[src/rtl/prn_sched_pkg.sv]
// Shared types and widths for the PRN-code correlator slot scheduler.
package prn_sched_pkg;
  localparam int PRN_ST_W = 12;
  localparam int PRN1_W   = 8;
  localparam int PRN2_W   = 4;

  typedef enum logic [2:0] {
    IDLE = 3'd0,
    READ = 3'd1,
    LOAD = 3'd2,
    RUN  = 3'd3,
    SAVE = 3'd4
  } prn_state_e;
endpackage

[src/rtl/rr_arbiter.sv]
// Combinational round-robin arbiter; the caller registers grant and next_ptr.
// COR_SCHED_PRIORITY_EN: channel 0 wins outright and the pointer is left alone.
module rr_arbiter #(
  parameter int CH_NUM = 4,
  localparam int AW = $clog2(CH_NUM)
) (
  input  logic [CH_NUM-1:0] req,
  input  logic [AW-1:0]     ptr,
  input  logic              en,
  output logic [CH_NUM-1:0] grant,
  output logic [AW-1:0]     grant_idx,
  output logic [AW-1:0]     next_ptr
);
  int   idx;
  logic found;

  always_comb begin
    grant     = '0;
    grant_idx = '0;
    next_ptr  = ptr;
    found     = 1'b0;
    idx       = 0;
    if (en) begin
      // Rotate the search so the first requester at or after ptr wins.
      for (int i = 0; i < CH_NUM; i++) begin
        idx = (int'(ptr) + i) % CH_NUM;
        if (!found && req[idx]) begin
          found      = 1'b1;
          grant[idx] = 1'b1;
          grant_idx  = AW'(idx);
          next_ptr   = AW'((idx + 1) % CH_NUM);
        end
      end
`ifdef COR_SCHED_PRIORITY_EN
      if (req[0]) begin
        grant     = '0;
        grant[0]  = 1'b1;
        grant_idx = '0;
        next_ptr  = ptr;
      end
`else
`endif
    end
  end
endmodule

[src/rtl/prn_state_sched.sv]
// Time-multiplexes one PRN correlator among CH_NUM channels: arbitrate, read, load, run, save.
// Optional build macro COR_SCHED_PRIORITY_EN gives channel 0 absolute priority (in rr_arbiter).
module prn_state_sched
  import prn_sched_pkg::*;
#(
  parameter int CH_NUM = 4,
  parameter int CNT_W  = 10,
  localparam int AW = $clog2(CH_NUM)
) (
  input  logic                clk,
  input  logic                rst_b,
  input  logic [CH_NUM-1:0]   ch_req,
  input  logic [CNT_W-1:0]    sample_num,
  input  logic                overflow,
  output logic [CH_NUM-1:0]   ch_grant,
  output logic                busy,
  output logic                cor_active,
  output logic                st_rd_en,
  output logic                st_wr_en,
  output logic [AW-1:0]       st_addr,
  input  logic [PRN_ST_W-1:0] st_rdata,
  output logic [PRN_ST_W-1:0] st_wdata,
  output logic                prn_code_load_en,
  output logic                corr_state_load_en,
  output logic [PRN1_W-1:0]   prn_code_i,
  output logic [PRN2_W-1:0]   prn_code2_i,
  input  logic [PRN1_W-1:0]   prn_code_o,
  input  logic [PRN2_W-1:0]   prn_code2_o,
  output logic                ch_done,
  output logic [AW-1:0]       ch_done_id,
  output prn_state_e          state_dbg
);
  // Handshake: a level on ch_req is served once per slot; ch_done/st_wr_en pulse
  // together for one cycle in SAVE, and the requester is re-arbitrated in IDLE.
  prn_state_e         state, state_nxt;
  logic [AW-1:0]      rr_ptr, addr_q;
  logic [CH_NUM-1:0]  grant_q;
  logic [CNT_W-1:0]   cnt, samp_q;
  logic [CH_NUM-1:0]  arb_grant;
  logic [AW-1:0]      arb_idx, arb_next;
  logic               take;

  assign take = (state == IDLE) && (|ch_req);

  rr_arbiter #(.CH_NUM(CH_NUM)) u_arb (
    .req       (ch_req),
    .ptr       (rr_ptr),
    .en        (state == IDLE),
    .grant     (arb_grant),
    .grant_idx (arb_idx),
    .next_ptr  (arb_next)
  );

  always_ff @(posedge clk or negedge rst_b) begin
    if (!rst_b) begin
      state   <= IDLE;
      rr_ptr  <= '0;
      addr_q  <= '0;
      grant_q <= '0;
      cnt     <= '0;
      samp_q  <= '0;
    end else begin
      state <= state_nxt;
      if (take) begin
        grant_q <= arb_grant;
        addr_q  <= arb_idx;
        rr_ptr  <= arb_next;
        samp_q  <= sample_num;
      end
      if (state == SAVE) grant_q <= '0;
      // Overflows outside RUN never reach the counter.
      if (state == LOAD) cnt <= samp_q;
      else if ((state == RUN) && overflow) cnt <= cnt - 1'b1;
    end
  end

  always_comb begin
    state_nxt = state;
    case (state)
      IDLE: if (|ch_req) state_nxt = READ;
      READ: state_nxt = LOAD;
      LOAD: state_nxt = (samp_q != '0) ? RUN : SAVE;
      RUN:  if (overflow && (cnt == CNT_W'(1))) state_nxt = SAVE;
      SAVE: state_nxt = IDLE;
      default: state_nxt = IDLE;
    endcase
  end

  always_comb begin
    busy               = (state != IDLE);
    cor_active         = (state == RUN);
    st_rd_en           = (state == READ);
    prn_code_load_en   = (state == LOAD);
    corr_state_load_en = (state == LOAD);
    st_wr_en           = (state == SAVE);
    ch_done            = (state == SAVE);
    st_wdata           = (state == SAVE) ? {prn_code_o, prn_code2_o} : '0;
    ch_done_id         = (state == SAVE) ? addr_q : '0;
  end

  assign ch_grant    = grant_q;
  assign st_addr     = addr_q;
  assign prn_code_i  = st_rdata[PRN_ST_W-1:PRN2_W];
  assign prn_code2_i = st_rdata[PRN2_W-1:0];
  assign state_dbg   = state;
endmodule

[config.mk]
export PLATFORM = sky130hd
export DESIGN_NAME = prn_state_sched
export DESIGN_NICKNAME = d
export VERILOG_FILES = /design/src/rtl/prn_sched_pkg.sv /design/src/rtl/rr_arbiter.sv /design/src/rtl/prn_state_sched.sv
export SDC_FILE = /design/constraint.sdc
export NUM_CORES = 1
export LEC_CHECK = 0
export CORE_UTILIZATION = 49
export CTS_BUF_LIST = sky130_fd_sc_hd__clkbuf_4 sky130_fd_sc_hd__clkbuf_8
export DETAILED_ROUTE_END_ITERATION = 12
export HOLD_SLACK_MARGIN = 0.08
export PLACE_DENSITY = 0.95
export SETUP_SLACK_MARGIN = 0.15
export SYNTH_ARGS = -nofsm -noshare
export SYNTH_HDL_FRONTEND = slang
export SYNTH_SLANG_ARGS = --single-unit
[constraint.sdc]
create_clock -name clk -period 6.2 [get_ports clk]
set_clock_uncertainty 0.1 [all_clocks]
set_input_delay 0.93 -clock clk [delete_from_list [all_inputs] [get_ports clk]]
set_output_delay 0.93 -clock clk [all_outputs]
set_load 0.02 [all_outputs]
==> qor.txt <==
core area: 0.004058 sq mm
CTS tree: built
Max-Cap Viols: 0
PortBufs: 58
ys async rst share: 100.0%
Die X: 67.42 um
post-layout net count: 327
Crit. End Element: output pin
Routed WL: 4955 um
via count: 1,859
Pins Over Slew Limit: 0
Hold Vio Cnt, Final: 0
leakage power: 1.145 nW
post-detail-place hpwl: 3748 um
die footprint: 0.004545 sq mm
cts bufs inserted: 5
Layout Cells excl Fill: 327
Clock Root Buffer: clkbuf_8
placed cell count: 320
Vias per Instance: 5.685
Area Overhead vs Synth: 28.40%
Synth Register Bits: 31
Clock Path Buffers: 2
clk_lat worst skew: 0.28 ns
Worst VDD drop: 0.1986 mV
Syn Area/Cell: 8.962 sq um
status: finished, final reports clean
largest net degree at the start of global routing: 32
IO Pins: 83
Initial Utilization: 51.68%
critical path required time: 5.17 ns
Setup Buffers After CTS: 0
Yosys warnings: 0
FMAX: 314.3 MHz
Reg clk slew, reported paths: 0.07 ns
first-pass GRT wire length: 8121 um
layout cells sized above 1: 6.137%
Cell Area, Placed: 0.002605 sq mm
H-tree depth: 2
Final WS setup: 3.019 ns
Post-route DRC: 0
Rel. slew slack: 42.43%
crit path time final: 3.181 ns
post-cts sizing count: 0
Total GRT Usage: 23.92%
Die Y-Extent: 67.42 um
crit-path leading delay family: buffers and inverters
Final period util: 51.31%
Yosys cell types: 46
pre-CTS setup slack: 2.901 ns
WS Path Type: in2out
GPL Wtd Cong: 0.9082
WL/cell: 15.15 um
GRT overflow: 0
Mapped Cells: 234
worst hold path class: reg2reg
Detail Route Antenna Nets: 0
Mapped Nets: 284
hold buffers post-CTS: 0
# rows: 23
Top FF cell, synth: dfrtp_1
Antenna diodes: 0
most used cell, CP: clkdlybuf4s50_1
CP bufs+invs: 2
Num Clock Sinks: 31
Slew @ Worst Pin: 0.8604 ns
Power Total: 1.297 mW
Max FO, Critical Path: 1
Post-synth EDFFs: 0
hold slack: 0.4142 ns
P per Cell Area: 481.7 mW/mm^2
CP arrival: 2.15 ns
RSZ-0062 raised after global routing: no
Final Util: 66.36%
initial antenna violation count: 0
drt pass-1 iters: 4
biggest cell delay along the critical path: 0.61 ns
CP startpoint kind: primary input
crit-path cells: clkdlybuf4s50_1 > and2_1 > clkdlybuf4s50_1
Setup TNS: 0 ns
Synth Cell Area: 0.002097 sq mm
register area share after synthesis: 36.99%
endpoints failing setup: 0
final std cell area, no fill: 0.002693 sq mm
vias in the first global route: 1,765
Slowest-stage cell, CP: clkdlybuf4s50_1
DR iter-0 viols: 118
[area by class of cell]
type,instances,area (sq um)
Clock inverter,1,5.005
Fill cell,324,1365
Clock buffer,6,82.58
Timing Repair Buffer,60,595.6
Multi-Input combinational cell,169,1134
Tap cell,50,62.56
Inverter,10,37.54
Sequential cell,31,775.7
[worst register-to-register path: cells and delay by family, from the launching register on]
kind | cells | cell delay (ns)
adder cells (fa/ha/maj) | 1 | 0.46
AND/OR/NAND/NOR | 1 | 0.59
buffers and inverters | 1 | 0.22
AO/OA/AOI/OAI | 2 | 0.37
multiplexers | 1 | 0.48
flip-flops | 1 | 0.73
[power by group]
part	internal (mW)	switching, mW
clock	0.0870	0.0744
combinational	0.326	0.390
sequential	0.303	0.117
[cells by family after synthesis]
| group | share of synthesized area (%) |
|---|---|
| muxes | 5.847 |
| DFF | 36.99 |
| and+or+nand+nor | 25.89 |
| AOI/OAI and AO/OA | 14.44 |
| buffers and inverters | 8.950 |
| adders and majority gates | 5.370 |
| xor gates and xnor gates | 2.506 |
[metal layers]
layer / track usage (%) / vias to the layer above / wire length, um
li1: - / 897 / -
met1: 29.09 / 848 / 2020
met2: 40.38 / 97 / 2410
met3: 5.068 / 17 / 386
met4: 10.90 / 0 / 137
met5: 0 / - / 0
[state kept, by name, indices dropped and copies added (netlist names)]
register,flops
ch_grant,4
cnt,10
rr_ptr,2
samp_q,10
st_addr,2
state_dbg,3
[Yosys cell counts (all sizes together), types with 2 or more instances]
cell    count  area (sq um)
a21oi       6         30.03
a221o       4         40.04
a221oi      5         43.79
a31oi       4         25.02
and2       17         106.4
buf        15         116.4
clkbuf      9         33.78
dfrtp      31         775.7
ha          9         112.6
inv        10         37.54
mux2        2         22.52
mux4        4         90.09
nand2      40         150.1
nand2b      3         18.77
nand3       4         20.02
nand3b      4         30.03
nand4       2         12.51
nand4b      2         17.52
nor2       12         47.55
nor2b       5         31.28
nor4        3         18.77
o211ai      2         15.01
o21ai       9         45.04
o31ai       4         30.03
or2         2         12.51
or3         2         12.51
or4         4         30.03
xnor2       2         17.52
xor2        4         35.03
[layout by cell type, fill, tap and decap left out, drive strengths merged, types with 3 or more instances in the layout]
cell,synthesis,final
clkbuf,9,6
clkdlybuf4s50,0,58
o31ai,4,4
o21ai,9,9
nor2b,5,5
nand3,4,4
inv,10,10
a31oi,4,4
nor2,12,12
nand2,40,40
or4,4,4
nand2b,3,3
nand3b,4,4
nor4,3,3
a221o,4,4
a221oi,5,5
and2,17,17
xor2,4,4
dfrtp,31,31
mux4,4,4
ha,9,9
a21oi,6,6
[final timing paths]
check	start	end	slack (ns)	depth (start not counted)
worst max-delay path	prn_code_o[6]	st_wdata[10]	3.02	3
worst min-delay path	samp_q[1]	samp_q[1]	0.41	2
worst min register to register	samp_q[1]	samp_q[1]	0.41	2
max in group asynchronous	rst_b	rr_ptr[1]	4.77	2
min in group asynchronous	rst_b	samp_q[4]	0.94	2
worst max register to register	rr_ptr[0]	rr_ptr[1]	3.16	6
No activity file was read; power rests on OpenSTA's default activity.
